$ cat src/rtl/tp_mem_pkg.sv
// Shared constants and FSM state type for the scratch-memory access controller.
package tp_mem_pkg;

  localparam int MEM_AW    = 9;
  localparam int MEM_DW    = 16;
  localparam int MEM_DEPTH = 512;

  typedef enum logic [1:0] {
    IDLE = 2'd0,
    INIT = 2'd1,
    RUN  = 2'd2
  } tp_state_e;

endpackage

$ cat src/rtl/rr_arb.sv
// Round-robin arbiter: scans req starting at ptr and returns a one-hot grant
// plus the encoded winner index. Nothing is granted while en is low.
module rr_arb #(
  parameter int N = 2
) (
  input  logic [N-1:0]         req,
  input  logic [$clog2(N)-1:0] ptr,
  input  logic                 en,
  output logic [N-1:0]         gnt,
  output logic [$clog2(N)-1:0] idx,
  output logic                 any
);

  localparam int IW = $clog2(N);

  int cand;

  always_comb begin
    gnt  = '0;
    idx  = '0;
    any  = 1'b0;
    cand = 0;
    for (int k = 0; k < N; k++) begin
      cand = int'(ptr) + k;
      if (cand >= N) cand = cand - N;
      if (en && !any && req[cand[IW-1:0]]) begin
        any                = 1'b1;
        idx                = cand[IW-1:0];
        gnt[cand[IW-1:0]]  = 1'b1;
      end
    end
  end

endmodule

$ cat src/rtl/tp_mem_arb.sv
// Zero-fills the 2-port scratch memory, then round-robin arbitrates read and
// write requesters onto the single read and write ports.
module tp_mem_arb
  import tp_mem_pkg::*;
#(
  parameter int NREQ = 2,
  parameter int AW   = MEM_AW,
  parameter int DW   = MEM_DW
) (
  input  logic               clk,
  input  logic               rst_n,
  input  logic               init_start,
  output logic               init_busy,
  input  logic [NREQ-1:0]    rd_req,
  input  logic [NREQ*AW-1:0] rd_addr,
  output logic [NREQ-1:0]    rd_gnt,
  output logic [NREQ-1:0]    rd_vld,
  output logic [DW-1:0]      rd_data,
  input  logic [NREQ-1:0]    wr_req,
  input  logic [NREQ*AW-1:0] wr_addr,
  input  logic [NREQ*DW-1:0] wr_data,
  output logic [NREQ-1:0]    wr_gnt,
  output logic               mem_rd_en,
  output logic [AW-1:0]      mem_rd_addr,
  input  logic [DW-1:0]      mem_rd_word,
  output logic               mem_wr_en,
  output logic [AW-1:0]      mem_wr_addr,
  output logic [DW-1:0]      mem_wr_word,
  output logic [1:0]         dbg_state
);

  localparam int IW = $clog2(NREQ);

  tp_state_e       state_q, state_d;
  logic [AW-1:0]   cnt_q;
  logic [IW-1:0]   rd_ptr_q, wr_ptr_q, rd_idx, wr_idx;
  logic [NREQ-1:0] rd_cand, rd_vld_q;
  logic            rd_any, wr_any, run, collide;
  logic [AW-1:0]   rd_sel_addr, wr_sel_addr;
  logic [DW-1:0]   wr_sel_data;

  assign run       = (state_q == RUN);
  assign dbg_state = state_q;

  rr_arb #(.N(NREQ)) u_rd_arb (
    .req (rd_req),
    .ptr (rd_ptr_q),
    .en  (run),
    .gnt (rd_cand),
    .idx (rd_idx),
    .any (rd_any)
  );

  rr_arb #(.N(NREQ)) u_wr_arb (
    .req (wr_req),
    .ptr (wr_ptr_q),
    .en  (run),
    .gnt (wr_gnt),
    .idx (wr_idx),
    .any (wr_any)
  );

  assign rd_sel_addr = rd_addr[rd_idx*AW +: AW];
  assign wr_sel_addr = wr_addr[wr_idx*AW +: AW];
  assign wr_sel_data = wr_data[wr_idx*DW +: DW];

  always_comb begin
    state_d = state_q;
    case (state_q)
      IDLE:    state_d = INIT;
      INIT:    if (cnt_q == '1) state_d = RUN;
      RUN:     if (init_start) state_d = INIT;
      default: state_d = IDLE;
    endcase
  end

  // A read that would hit the address being written this cycle is held off
  // one cycle so it returns the new data; the write always goes ahead.
  always_comb begin
    init_busy   = !run;
    mem_wr_en   = 1'b0;
    mem_wr_addr = '0;
    mem_wr_word = '0;
    if (state_q == INIT) begin
      mem_wr_en   = 1'b1;
      mem_wr_addr = cnt_q;
    end else if (wr_any) begin
      mem_wr_en   = 1'b1;
      mem_wr_addr = wr_sel_addr;
      mem_wr_word = wr_sel_data;
    end
    collide     = wr_any && rd_any && (rd_sel_addr == wr_sel_addr);
    rd_gnt      = collide ? '0 : rd_cand;
    mem_rd_en   = rd_any && !collide;
    mem_rd_addr = mem_rd_en ? rd_sel_addr : '0;
  end

  always_ff @(posedge clk or negedge rst_n) begin
    if (!rst_n) begin
      state_q  <= IDLE;
      cnt_q    <= '0;
      rd_ptr_q <= '0;
      wr_ptr_q <= '0;
      rd_vld_q <= '0;
    end else begin
      state_q  <= state_d;
      cnt_q    <= (state_q == INIT) ? cnt_q + 1'b1 : '0;
      rd_vld_q <= rd_gnt;
      if (mem_rd_en)
        rd_ptr_q <= (rd_idx == IW'(NREQ-1)) ? '0 : rd_idx + 1'b1;
      if (wr_any)
        wr_ptr_q <= (wr_idx == IW'(NREQ-1)) ? '0 : wr_idx + 1'b1;
    end
  end

  assign rd_vld  = rd_vld_q;
  assign rd_data = mem_rd_word;

endmodule

$ cat config.mk
export PLATFORM = sky130hd
export DESIGN_NAME = tp_mem_arb
export DESIGN_NICKNAME = d
export VERILOG_FILES = /design/src/rtl/tp_mem_pkg.sv /design/src/rtl/rr_arb.sv /design/src/rtl/tp_mem_arb.sv
export SDC_FILE = /design/constraint.sdc
export NUM_CORES = 1
export LEC_CHECK = 0
export CAP_MARGIN = 0
export CORE_UTILIZATION = 27
export CTS_CLUSTER_SIZE = 12
export DETAILED_ROUTE_END_ITERATION = 8
export MAX_ROUTING_LAYER = met4
export PLACE_DENSITY = 0.78
export SKIP_LAST_GASP = 1
export SYNTH_ARGS = -nofsm -noshare
export SYNTH_HDL_FRONTEND = slang
export SYNTH_SLANG_ARGS = --single-unit
$ cat constraint.sdc
create_clock -name clk -period 2.15 [get_ports clk]
set_clock_uncertainty 0.1 [all_clocks]
set_input_delay 0.215 -clock clk [delete_from_list [all_inputs] [get_ports clk]]
set_output_delay 0.215 -clock clk [all_outputs]
set_load 0.1 [all_outputs]
==> flow_summary.yaml <==
setup_path:
  r2r_start: "dbg_state[1]"
  r2r_slack_ns: -0.38
  crit_path_end_kind: "primary output"
  crit_type: "flop to primary output"
  slowest_stage: "o311a_1"
  critPathTopFamily: "simple AND/OR/NAND/NOR gates"
  startpoint: "dbg_state[1]"
  path_max_fanout: 5
  required_ns: 1.84
  cp.arrival_ns: 2.60
  start_kind: "flop"
  path_cells: "nor2b_4, nand3_4, inv_8, mux2i_4, xnor2_2, nand4_1, o311a_1, and2_4, buf_12"
  path_buf_inv: 2
  critPathMaxStageDelay_ns: 0.41
detailed_routing:
  wl_mm: 8.07
  firstDrtPassIters: 4
  wl_met2_mm: 4.36
  met1_length_mm: 2.95
  wl_met3_um: 439
  vias: 2187
  first_iter_violations: 36
  viasPerCell: 5.13
  wire_per_inst_um: 19.0
  postRouteAntennaNets: 0
  dr.max_layer_used: "met4"
  drc: 0
finish:
  finalNetCount: 450
  num_antenna_cells: 0
  area_growth_pct: 187
  fillers: 268
  drive_gt1_share_pct: 49.7
sta:
  fin_crit_sh_pct: 135
  slew_headroom_pct: 53.7
  fin_crit_ns: 2.91
  rsz0062_at_grt: "yes"
  timing.fmax_ghz: 0.343
  setup_tns_ns: -13.03
  layout_setup_ws_ns: -0.763
  hold_viol_final: 0
  tightest_slew_ns: 0.692
  fin_hold_ws_ns: 0.278
  setup_viol: 41
  slew_viol_final: 0
placed_design:
  portBuffers: 119
  dpl.hpwl_mm: 5.36
  gp_congestion: 0.841
  place_ws_ns: -0.600
global_routing:
  first_global_vias: 2346
  grt_pass1_wl_mm: 11.3
  grt_start_max_net_pins: 18
  grt-ovfl-total: 0
  antenna_found_initial: 0
  track_usage_pct: 25.3
die:
  ioPinCount: 152
  rows: 26
  die_area_mm2: 0.00593
  die_w_um: 77.0
  initial_core_util_pct: 28.8
  die_h_um: 77.0
  core-area_mm2: 0.00527
pwr:
  p_per_area_mw_per_mm2: 458
  power.leakage_nw: 1.67
  ir_drop_uv: 923
cts:
  clock-sinks: 15
  clkLatencyLatePin_ns: 0.25
  numCtsBuffers: 3
  h-tree-depth: 1
  cts_tree: "yes"
  clock_path_buffers: 2
  cts-root-buf: "clkbuf_8"
  clkTransAtPathRegs_ns: 0.07
synth:
  synth-seq-cells: 15
  syn_avg_cell_area_um2: 7.31
  synth_edf_count: 0
  synth_common_cells: "nand2_1 (50), a21oi_1 (19), buf_4 (19)"
  synth.top_cell.area_share_pct: 24.7
  synth_area_leaders: "dfrtp_1 (25%), nand2_1 (12%), mux2i_1 (12%)"
  yosysSeqAreaShare_pct: 24.7
  synthMostInstantiatedCell: "nand2_1"
  synth_warnings: 0
  synth_flop_cell: "dfrtp_1"
  synthDistinctLibCells: 29
  synth_top_cell_by_area: "dfrtp_1"
  syn_area_mm2: 0.00152
  synthCells: 208
  async_flop_share_pct: 100
  synth_nets: 301
min_path:
  hp-class: "input pin to asynchronous set/reset pin"
flow_run:
  maxCapViolations: 0
outcome:
  status: "complete, but fails checks"
  violations: "negative setup slack"
-- layout make-up --
cell class | instances | area [um2] | share of cell area [%]
timing repair inverter | 1 | 11.3 | 0.258
timing repair buffer | 170 | 2140 | 49.0
sequential | 15 | 380 | 8.70
tap | 70 | 87.6 | 2.00
inverter | 2 | 20.0 | 0.458
multi-input combinational | 164 | 1690 | 38.6
clock inverter | 1 | 5.00 | 0.115
clock buffer | 3 | 41.3 | 0.945
-- timing repair --
item,in CTS,in global routing
resized for setup,33,23
endpoints found under the hold margin,0,0
setup endpoints to repair,41,41
cloned,1,3
hold buffers,0,0
pin swaps,4,12
buffers inserted,2,13
-- metrics by stage --
step,cells,total power [mW],cell area [um2],util [%]
after global routing,426,2.08,4370,82.9
final,426,2.00,4370,82.9
after CTS,414,1.93,4120,78.2
after floorplan,208,1.24,2070,-
after detailed placement,408,1.65,3850,73.1
after global placement,408,1.63,3850,73.1
-- cell families (layout without fill, tap and decap cells) --
kind of cell | Yosys count | count (layout) | share of synthesized area (%)
fa+ha+maj | 2 | 2 | 1.65
buf+inv | 29 | 177 | 12.9
mux | 18 | 18 | 11.9
flops | 15 | 15 | 24.7
simple gates | 94 | 94 | 28.6
xor+xnor | 13 | 13 | 7.49
compound gates | 37 | 37 | 12.8
-- metal layers --
layer  GRT usage [%]  vias to the layer above
met2            45.6                      116
met3            5.36                       28
met5               -                        -
met1            26.3                     1042
li1                -                     1001
met4            11.3                        0
-- worst paths after layout --
check / cells past startpoint / to
min reg2reg: 1 / wr_ptr_q
max in group asynchronous: 1 / dbg_state[1]
min in group clk: 0 / rd_data[11]
max reg2reg: 9 / rd_ptr_q
max: 9 / rd_gnt[0]
min: 1 / cnt_q[0]
-- registers in the layout (all words and copies together) (netlist names) --
| register | count |
|---|---|
| dbg_state | 2 |
| wr_ptr_q | 1 |
| cnt_q | 9 |
| rd_ptr_q | 1 |
| rd_vld | 2 |
-- cell usage in the layout, fill, tap and decap left out, types with 4 or more instances in the layout --
master            n
dfrtp_1          13
nand2_1          46
xnor2_2           7
nand3_1           4
clkdlybuf4s50_1  74
a21oi_4          17
o21ai_4          10
nand2_2           4
o21ai_0           5
nor2_1            7
buf_12           48
nor3_4           10
buf_4            39
buf_6             6
mux2i_4          17
nand4_1           4
-- power breakdown --
group          internal (mW)  switching (mW)  total (mW)
logic                  0.551           0.788        1.34
registers              0.347          0.0829       0.430
clock network          0.129           0.104       0.233
total                   1.03           0.975        2.00
(Power assumes the default switching activity.)
